### config.mk
export PLATFORM = sky130hd
export DESIGN_NAME = stopwatch_mmss_flat
export DESIGN_NICKNAME = d
export VERILOG_FILES = /design/src/rtl/stopwatch_mmss_if.sv /design/src/rtl/stopwatch_mmss.sv /design/src/flat_wrapper.sv
export SDC_FILE = /design/constraint.sdc
export NUM_CORES = 1
export LEC_CHECK = 0
export ABC_AREA = 1
export CORE_MARGIN = 8
export CORE_UTILIZATION = 41
export DETAILED_ROUTE_END_ITERATION = 8
export GPL_ROUTABILITY_DRIVEN = 0
export PLACE_DENSITY = 0.68
export SYNTH_ARGS = -nofsm -noshare
export SYNTH_HDL_FRONTEND = slang
export SYNTH_SLANG_ARGS = --single-unit
### constraint.sdc
create_clock -name clk -period 3 [get_ports clk]
set_input_delay 0.6 -clock clk [delete_from_list [all_inputs] [get_ports clk]]
set_output_delay 0.6 -clock clk [all_outputs]
set_load 0.01 [all_outputs]
### src/rtl/stopwatch_mmss_if.sv
// Control pulses into the mm:ss stopwatch and its BCD display/status outputs.
// Suffixes are relative to the stopwatch: _i drives it, _o comes from it.
interface stopwatch_mmss_if;
    logic       tick_i;
    logic       start_stop_i;
    logic       clear_i;
    logic       lap_i;
    logic [3:0] sec_ones_o;
    logic [3:0] sec_tens_o;
    logic [3:0] min_ones_o;
    logic [3:0] min_tens_o;
    logic       running_o;
    logic       lap_active_o;
    logic       overflow_o;

    modport master (
        output tick_i, start_stop_i, clear_i, lap_i,
        input  sec_ones_o, sec_tens_o, min_ones_o, min_tens_o,
        input  running_o, lap_active_o, overflow_o
    );

    modport slave (
        input  tick_i, start_stop_i, clear_i, lap_i,
        output sec_ones_o, sec_tens_o, min_ones_o, min_tens_o,
        output running_o, lap_active_o, overflow_o
    );
endinterface

### src/rtl/stopwatch_mmss.sv
// mm:ss BCD stopwatch with run/pause FSM, lap freeze snapshot and sticky wrap flag.
// Digit index 0..3 = sec_ones, sec_tens, min_ones, min_tens.
module stopwatch_mmss #(
    parameter bit CLEAR_IN_RUN = 1'b0
) (
    input  logic             clk,
    input  logic             rst,
    stopwatch_mmss_if.slave  sw
);
    typedef enum logic [1:0] {
        IDLE  = 2'd0,
        RUN   = 2'd1,
        PAUSE = 2'd2
    } state_t;

    localparam logic [15:0] DIGIT_MAX = 16'h5959;

    state_t           state_q, state_d;
    logic [3:0][3:0]  cnt_q, cnt_d;
    logic [3:0][3:0]  snap_q, snap_d;
    logic [3:0][3:0]  cnt_inc;
    logic             lap_q, lap_d;
    logic             ovf_q, ovf_d;
    logic [3:0]       at_max;
    logic [4:0]       carry;
    logic             clear_hit;
    logic             count_en;

    assign clear_hit = sw.clear_i && ((state_q != RUN) || CLEAR_IN_RUN);
    assign count_en  = sw.tick_i && (state_q == RUN) && !clear_hit;
    assign carry[0]  = count_en;

    // A digit rolls to zero when it sits at (or, defensively, above) its limit.
    generate
        for (genvar gi = 0; gi < 4; gi++) begin : g_digit
            assign at_max[gi]    = (cnt_q[gi] >= DIGIT_MAX[gi*4 +: 4]);
            assign carry[gi+1]   = count_en && (at_max[gi:0] == {(gi+1){1'b1}});
            assign cnt_inc[gi]   = !carry[gi] ? cnt_q[gi] :
                                   at_max[gi] ? 4'd0 : cnt_q[gi] + 4'd1;
        end
    endgenerate

    always_comb begin
        state_d = state_q;
        cnt_d   = cnt_inc;
        snap_d  = snap_q;
        lap_d   = lap_q;
        ovf_d   = ovf_q;

        if (clear_hit) begin
            state_d = IDLE;
            cnt_d   = '0;
            snap_d  = '0;
            lap_d   = 1'b0;
            ovf_d   = 1'b0;
        end else begin
            if (carry[4]) begin
                ovf_d = 1'b1;
            end

            if (sw.start_stop_i) begin
                case (state_q)
                    IDLE:    state_d = RUN;
                    RUN:     state_d = PAUSE;
                    PAUSE:   state_d = RUN;
                    default: state_d = IDLE;
                endcase
            end

            // Snapshot takes the pre-edge count, so a coincident tick is not captured.
            if (sw.lap_i) begin
                if (lap_q && (state_q != IDLE)) begin
                    lap_d = 1'b0;
                end else if (!lap_q && (state_q == RUN)) begin
                    lap_d  = 1'b1;
                    snap_d = cnt_q;
                end
            end
        end
    end

    always_ff @(posedge clk or negedge rst) begin
        if (!rst) begin
            state_q <= IDLE;
            cnt_q   <= '0;
            snap_q  <= '0;
            lap_q   <= 1'b0;
            ovf_q   <= 1'b0;
        end else begin
            state_q <= state_d;
            cnt_q   <= cnt_d;
            snap_q  <= snap_d;
            lap_q   <= lap_d;
            ovf_q   <= ovf_d;
        end
    end

    assign sw.sec_ones_o   = lap_q ? snap_q[0] : cnt_q[0];
    assign sw.sec_tens_o   = lap_q ? snap_q[1] : cnt_q[1];
    assign sw.min_ones_o   = lap_q ? snap_q[2] : cnt_q[2];
    assign sw.min_tens_o   = lap_q ? snap_q[3] : cnt_q[3];
    assign sw.running_o    = (state_q == RUN);
    assign sw.lap_active_o = lap_q;
    assign sw.overflow_o   = ovf_q;
endmodule

### src/flat_wrapper.sv
// flat-port wrapper written by rule: the top's interface ports become plain ports
module stopwatch_mmss_flat 
#(
    parameter bit CLEAR_IN_RUN = 1'b0
)
  (clk, rst, sw_tick_i, sw_start_stop_i, sw_clear_i, sw_lap_i, sw_sec_ones_o, sw_sec_tens_o, sw_min_ones_o, sw_min_tens_o, sw_running_o, sw_lap_active_o, sw_overflow_o);
  stopwatch_mmss_if sw_i ();
  input  logic clk;
  input  logic rst;
  input wire logic [$bits(sw_i.tick_i)-1:0] sw_tick_i;
  input wire logic [$bits(sw_i.start_stop_i)-1:0] sw_start_stop_i;
  input wire logic [$bits(sw_i.clear_i)-1:0] sw_clear_i;
  input wire logic [$bits(sw_i.lap_i)-1:0] sw_lap_i;
  output wire logic [$bits(sw_i.sec_ones_o)-1:0] sw_sec_ones_o;
  output wire logic [$bits(sw_i.sec_tens_o)-1:0] sw_sec_tens_o;
  output wire logic [$bits(sw_i.min_ones_o)-1:0] sw_min_ones_o;
  output wire logic [$bits(sw_i.min_tens_o)-1:0] sw_min_tens_o;
  output wire logic [$bits(sw_i.running_o)-1:0] sw_running_o;
  output wire logic [$bits(sw_i.lap_active_o)-1:0] sw_lap_active_o;
  output wire logic [$bits(sw_i.overflow_o)-1:0] sw_overflow_o;
  assign sw_i.tick_i = sw_tick_i;
  assign sw_i.start_stop_i = sw_start_stop_i;
  assign sw_i.clear_i = sw_clear_i;
  assign sw_i.lap_i = sw_lap_i;
  assign sw_sec_ones_o = sw_i.sec_ones_o;
  assign sw_sec_tens_o = sw_i.sec_tens_o;
  assign sw_min_ones_o = sw_i.min_ones_o;
  assign sw_min_tens_o = sw_i.min_tens_o;
  assign sw_running_o = sw_i.running_o;
  assign sw_lap_active_o = sw_i.lap_active_o;
  assign sw_overflow_o = sw_i.overflow_o;
  stopwatch_mmss #(.CLEAR_IN_RUN(CLEAR_IN_RUN)) u_core (.clk(clk), .rst(rst), .sw(sw_i));
endmodule
==> out/qor.csv, run 1 <==
stage;metric;value;unit
cts;insertion_delay;0.29;ns
global_route;grt_antenna_before_repair;0;
floorplanning;die_width;86.36;um
power_and_ir_drop;p_leak;0.001126;uW
routing;first_pass_iters;4;
floorplanning;core;0.004755;mm^2
sta;min_period;2.688;ns
synthesis;synth.yosys.warnings;0;
global_route;first_pass_grt_wire_length;7534;um
power_and_ir_drop;power_report.internal_total;897.0;uW
power_and_ir_drop;power.share.sequential;0.428;
global_route;grtUsageTotal;0.1244;
power_and_ir_drop;netSwitchingFraction;0.3781;
sta;holdWs;0.5064;ns
floorplanning;core.rowCount;25;
cts;clock_sink_count;36;
setup_path;cp_slowest_stage_delay;0.79;ns
synthesis;netlist_top_cells_count;42 x o21ai_0, 38 x nand2_1, 36 x dfrtp_1, 33 x nand3_1, 25 x inv_1;
sta;hold_viol_final;0;
sta;timing.slew.headroom;0.5366;
setup_path;crit_fanout;24;
cts;post_cts_hold_buffer_count;0;
setup_path;worst_setup_path_start_kind;flop;
routing;drt-total-wl;4201;um
routing;ant_nets;0;
global_route;met2_usage;0.2174;
synthesis;postSynth.topFlopCell;dfrtp_1;
setup_path;worst-endpoint-required;2.40;ns
floorplanning;dieArea;0.007457;mm^2
synthesis;post_synth_edffs;0;
synthesis;cell_taking_the_most_area_after_synthesis;dfrtp_1;
routing;starting_drc_count_in_detailed_routing;82;
global_route;grt_max_degree;37;
synthesis;netlist-cell-type-count;27;
floorplanning;num_io_pins;25;
cts;numCtsBuffers;5;
global_route;grt.met1_usage;0.1377;
setup_path;worst_r2r_startpoint;u_core.cnt_q[5];
sta;timing.final.crit_share;0.8960;
placement;hpwlAfterDp;2919;um
power_and_ir_drop;fin_total_pwr;1442;uW
sta;timing.setup.tns;0;ns
global_route;grt_pass1_vias;1692;
setup_path;timing.critical_path.cells;buf_4 -> nand2_1 -> o21ai_0 -> clkdlybuf4s50_1;
power_and_ir_drop;pwr-share-clk;0.247;
synthesis;synth_seq_cells;36;
setup_path;worstSetupEndpointType;output port;
power_and_ir_drop;power.combinational.fraction;0.324;
synthesis;synth_seq_area_share;0.4439;
synthesis;synth_nets;256;
global_route;highest_utilization_routing_layer_at_the_global_route_stage;met2;
cts;postCtsSetupBuffers;0;
cts;ctsResizeCount;0;
min_path;hold_path_class;flop to flop;
sta;rsz0062_at_grt;no;
sta;max_freq;372.0;MHz
synthesis;synthesis.area_per_instance;8.527;um^2
power_and_ir_drop;worst_case_vdd_ir_drop;229.2;uV
floorplanning;initial_util;0.4268;
cts;clk_root_buffer_cell;clkbuf_8;
setup_path;cp-startpoint;u_core.sw.lap_active_o;
sta;skew;0.006492;ns
routing;detailroute.via_count;1648;
cts;cts-htree-levels;2;
final_layout;fillers;467;
routing;avgViaCountPerCell;4.994;
cts;worst_path_clk_slew;0.07;ns
job;max_cap_viol_count;0;
placement;place.port_buffers;24;
sta;setup_viol;0;
final_layout;share_of_cells_above_drive_strength_1;0.08365;
cts;tritoncts;built;
setup_path;critical_path.slowest_cell;dfrtp_1;
cts;cts_max_path_buffers;2;
synthesis;synth_top_area_frac;0.4439;
synthesis;synth_async_sr_flop_share;1.000;
min_path;timing.hold.worst.start;u_core.cnt_q[15];
power_and_ir_drop;power_switching;545.4;uW
floorplanning;die_height;86.36;um
synthesis;synth.most_common_cell;o21ai_0;
final_layout;insertedDiodeCount;0;
setup_path;critical-path-top-delay-family;buffers and inverters;
routing;drt_drc_violations_left;0;
synthesis;syn_area;0.002029;mm^2
global_route;global_route.usage.met3;0.03781;
setup_path;crit_type;flop to output port;
final_layout;layout-area-overhead-vs-synth;18.99;%
setup_path;worstPathArrival;2.09;ns
final_layout;num-nets-final;280;
sta;worst_slew_pin_slew;0.6951;ns
power_and_ir_drop;power.density;597.3;mW/mm^2
sta;final_max_slew_viol_count;0;
routing;routed_wire_length_per_instance;12.73;um
setup_path;timing.critical_path.buf_inv;2;
outcome;outcome;finished, final reports clean;
global_route;globalRouteOverflowTotal;0;
synthesis;synth_cells;238;
synthesis;synth.area.top_cells;dfrtp_1 44%, o21ai_0 10%, nand3_1 8.1%;
cell type report:
| cell class | instances | area (um^2) | share of cell area |
|---|---|---|---|
| Multi-Input combinational cell | 166 | 980.9 | 0.4062 |
| Sequential cell | 36 | 900.9 | 0.3731 |
| Timing Repair Buffer | 26 | 255.2 | 0.1057 |
| Inverter | 27 | 103.9 | 0.04301 |
| Clock buffer | 8 | 90.09 | 0.03731 |
| Tap cell | 67 | 83.83 | 0.03471 |
worst paths after layout:
kind,cells past startpoint,slack [ns],endpoint
worst max register to register,11,1.32,u_core.cnt_q[15]
worst min register to register,2,0.51,u_core.cnt_q[15]
min in group asynchronous,2,0.73,u_core.cnt_q[1]
worst min-delay path,2,0.51,u_core.cnt_q[15]
worst max-delay path,4,0.31,sw_sec_tens_o[1]
max in group asynchronous,2,1.94,u_core.state_q[1]
layer usage:
metal	routed length [um]	vias up
met4	59	0
li1	-	839
met1	1920	777
met2	2028	24
met5	0	-
met3	193	8
worst register-to-register path, delay by kind of cell, from the launching register on:
kind / cells / cell delay [ns]
flip-flops: 1 / 0.39
adder cells (fa/ha/maj): 1 / 0.17
buffers and inverters: 3 / 0.33
AND/OR/NAND/NOR: 7 / 0.68
layout by cell type, fill, tap and decap left out:
cell             netlist  routed
dfrtp_1               36      36
nand2_4                5       5
nor2_4                 2       2
inv_1                 25      25
nor2_1                 7       7
o22ai_1                1       1
o21ai_1                1       1
a21oi_1                4       4
ha_1                  12      12
inv_4                  1       1
o21ai_0               42      42
nand3b_4               1       1
buf_4                  1       2
inv_2                  1       1
clkdlybuf4s50_1        0      24
xnor2_1                2       2
clkbuf_1               3       2
nand4_1                7       7
nor2_8                 1       1
nand3_1               33      33
nor3_1                 2       2
nand2_1               38      38
nand2_2                2       2
xor2_1                 4       4
clkbuf_8               0       6
o21a_1                 1       1
nand3_2                1       1
power by group through the flow:
stage	logic [uW]	clock network (uW)	registers [uW]
after floorplan	348	0	594
after global placement	467	0	623
after detailed placement	471	0	626
after CTS	473	372	617
after global routing	531	394	627
final	468	357	618
logic make-up after synthesis:
group	count (synthesis)	share of synthesized area
compound gates	49	0.1227
xor+xnor	6	0.02589
fa+ha+maj	12	0.07398
buf+inv	36	0.07275
flops	36	0.4439
simple gates	99	0.2608
state kept, by name (all words and copies together), names as in the netlist:
name	count
u_core.cnt_q	16
u_core.snap_q	16
u_core.state_q	2
u_core.sw.lap_active_o	1
u_core.sw.overflow_o	1
per-stage QoR:
| step | utilization | area (um^2) | worst slack (ns) | std cells |
|---|---|---|---|---|
| after floorplan | - | 2029 | 1.438 | 238 |
| after global placement | 0.4889 | 2325 | 0.7017 | 322 |
| after detailed placement | 0.4889 | 2325 | 0.6289 | 322 |
| after CTS | 0.5079 | 2415 | 0.2971 | 330 |
| after global routing | 0.5079 | 2415 | 0.1716 | 330 |
| final | 0.5079 | 2415 | 0.3119 | 330 |
Power figures use the tool's default switching activity.
==> run 2, diff against run 1 <==
- GPL_ROUTABILITY_DRIVEN: 0 -> unset
==> results of run 2 <==
No change in the layout: final DEF, timing and power equal those of run 1.
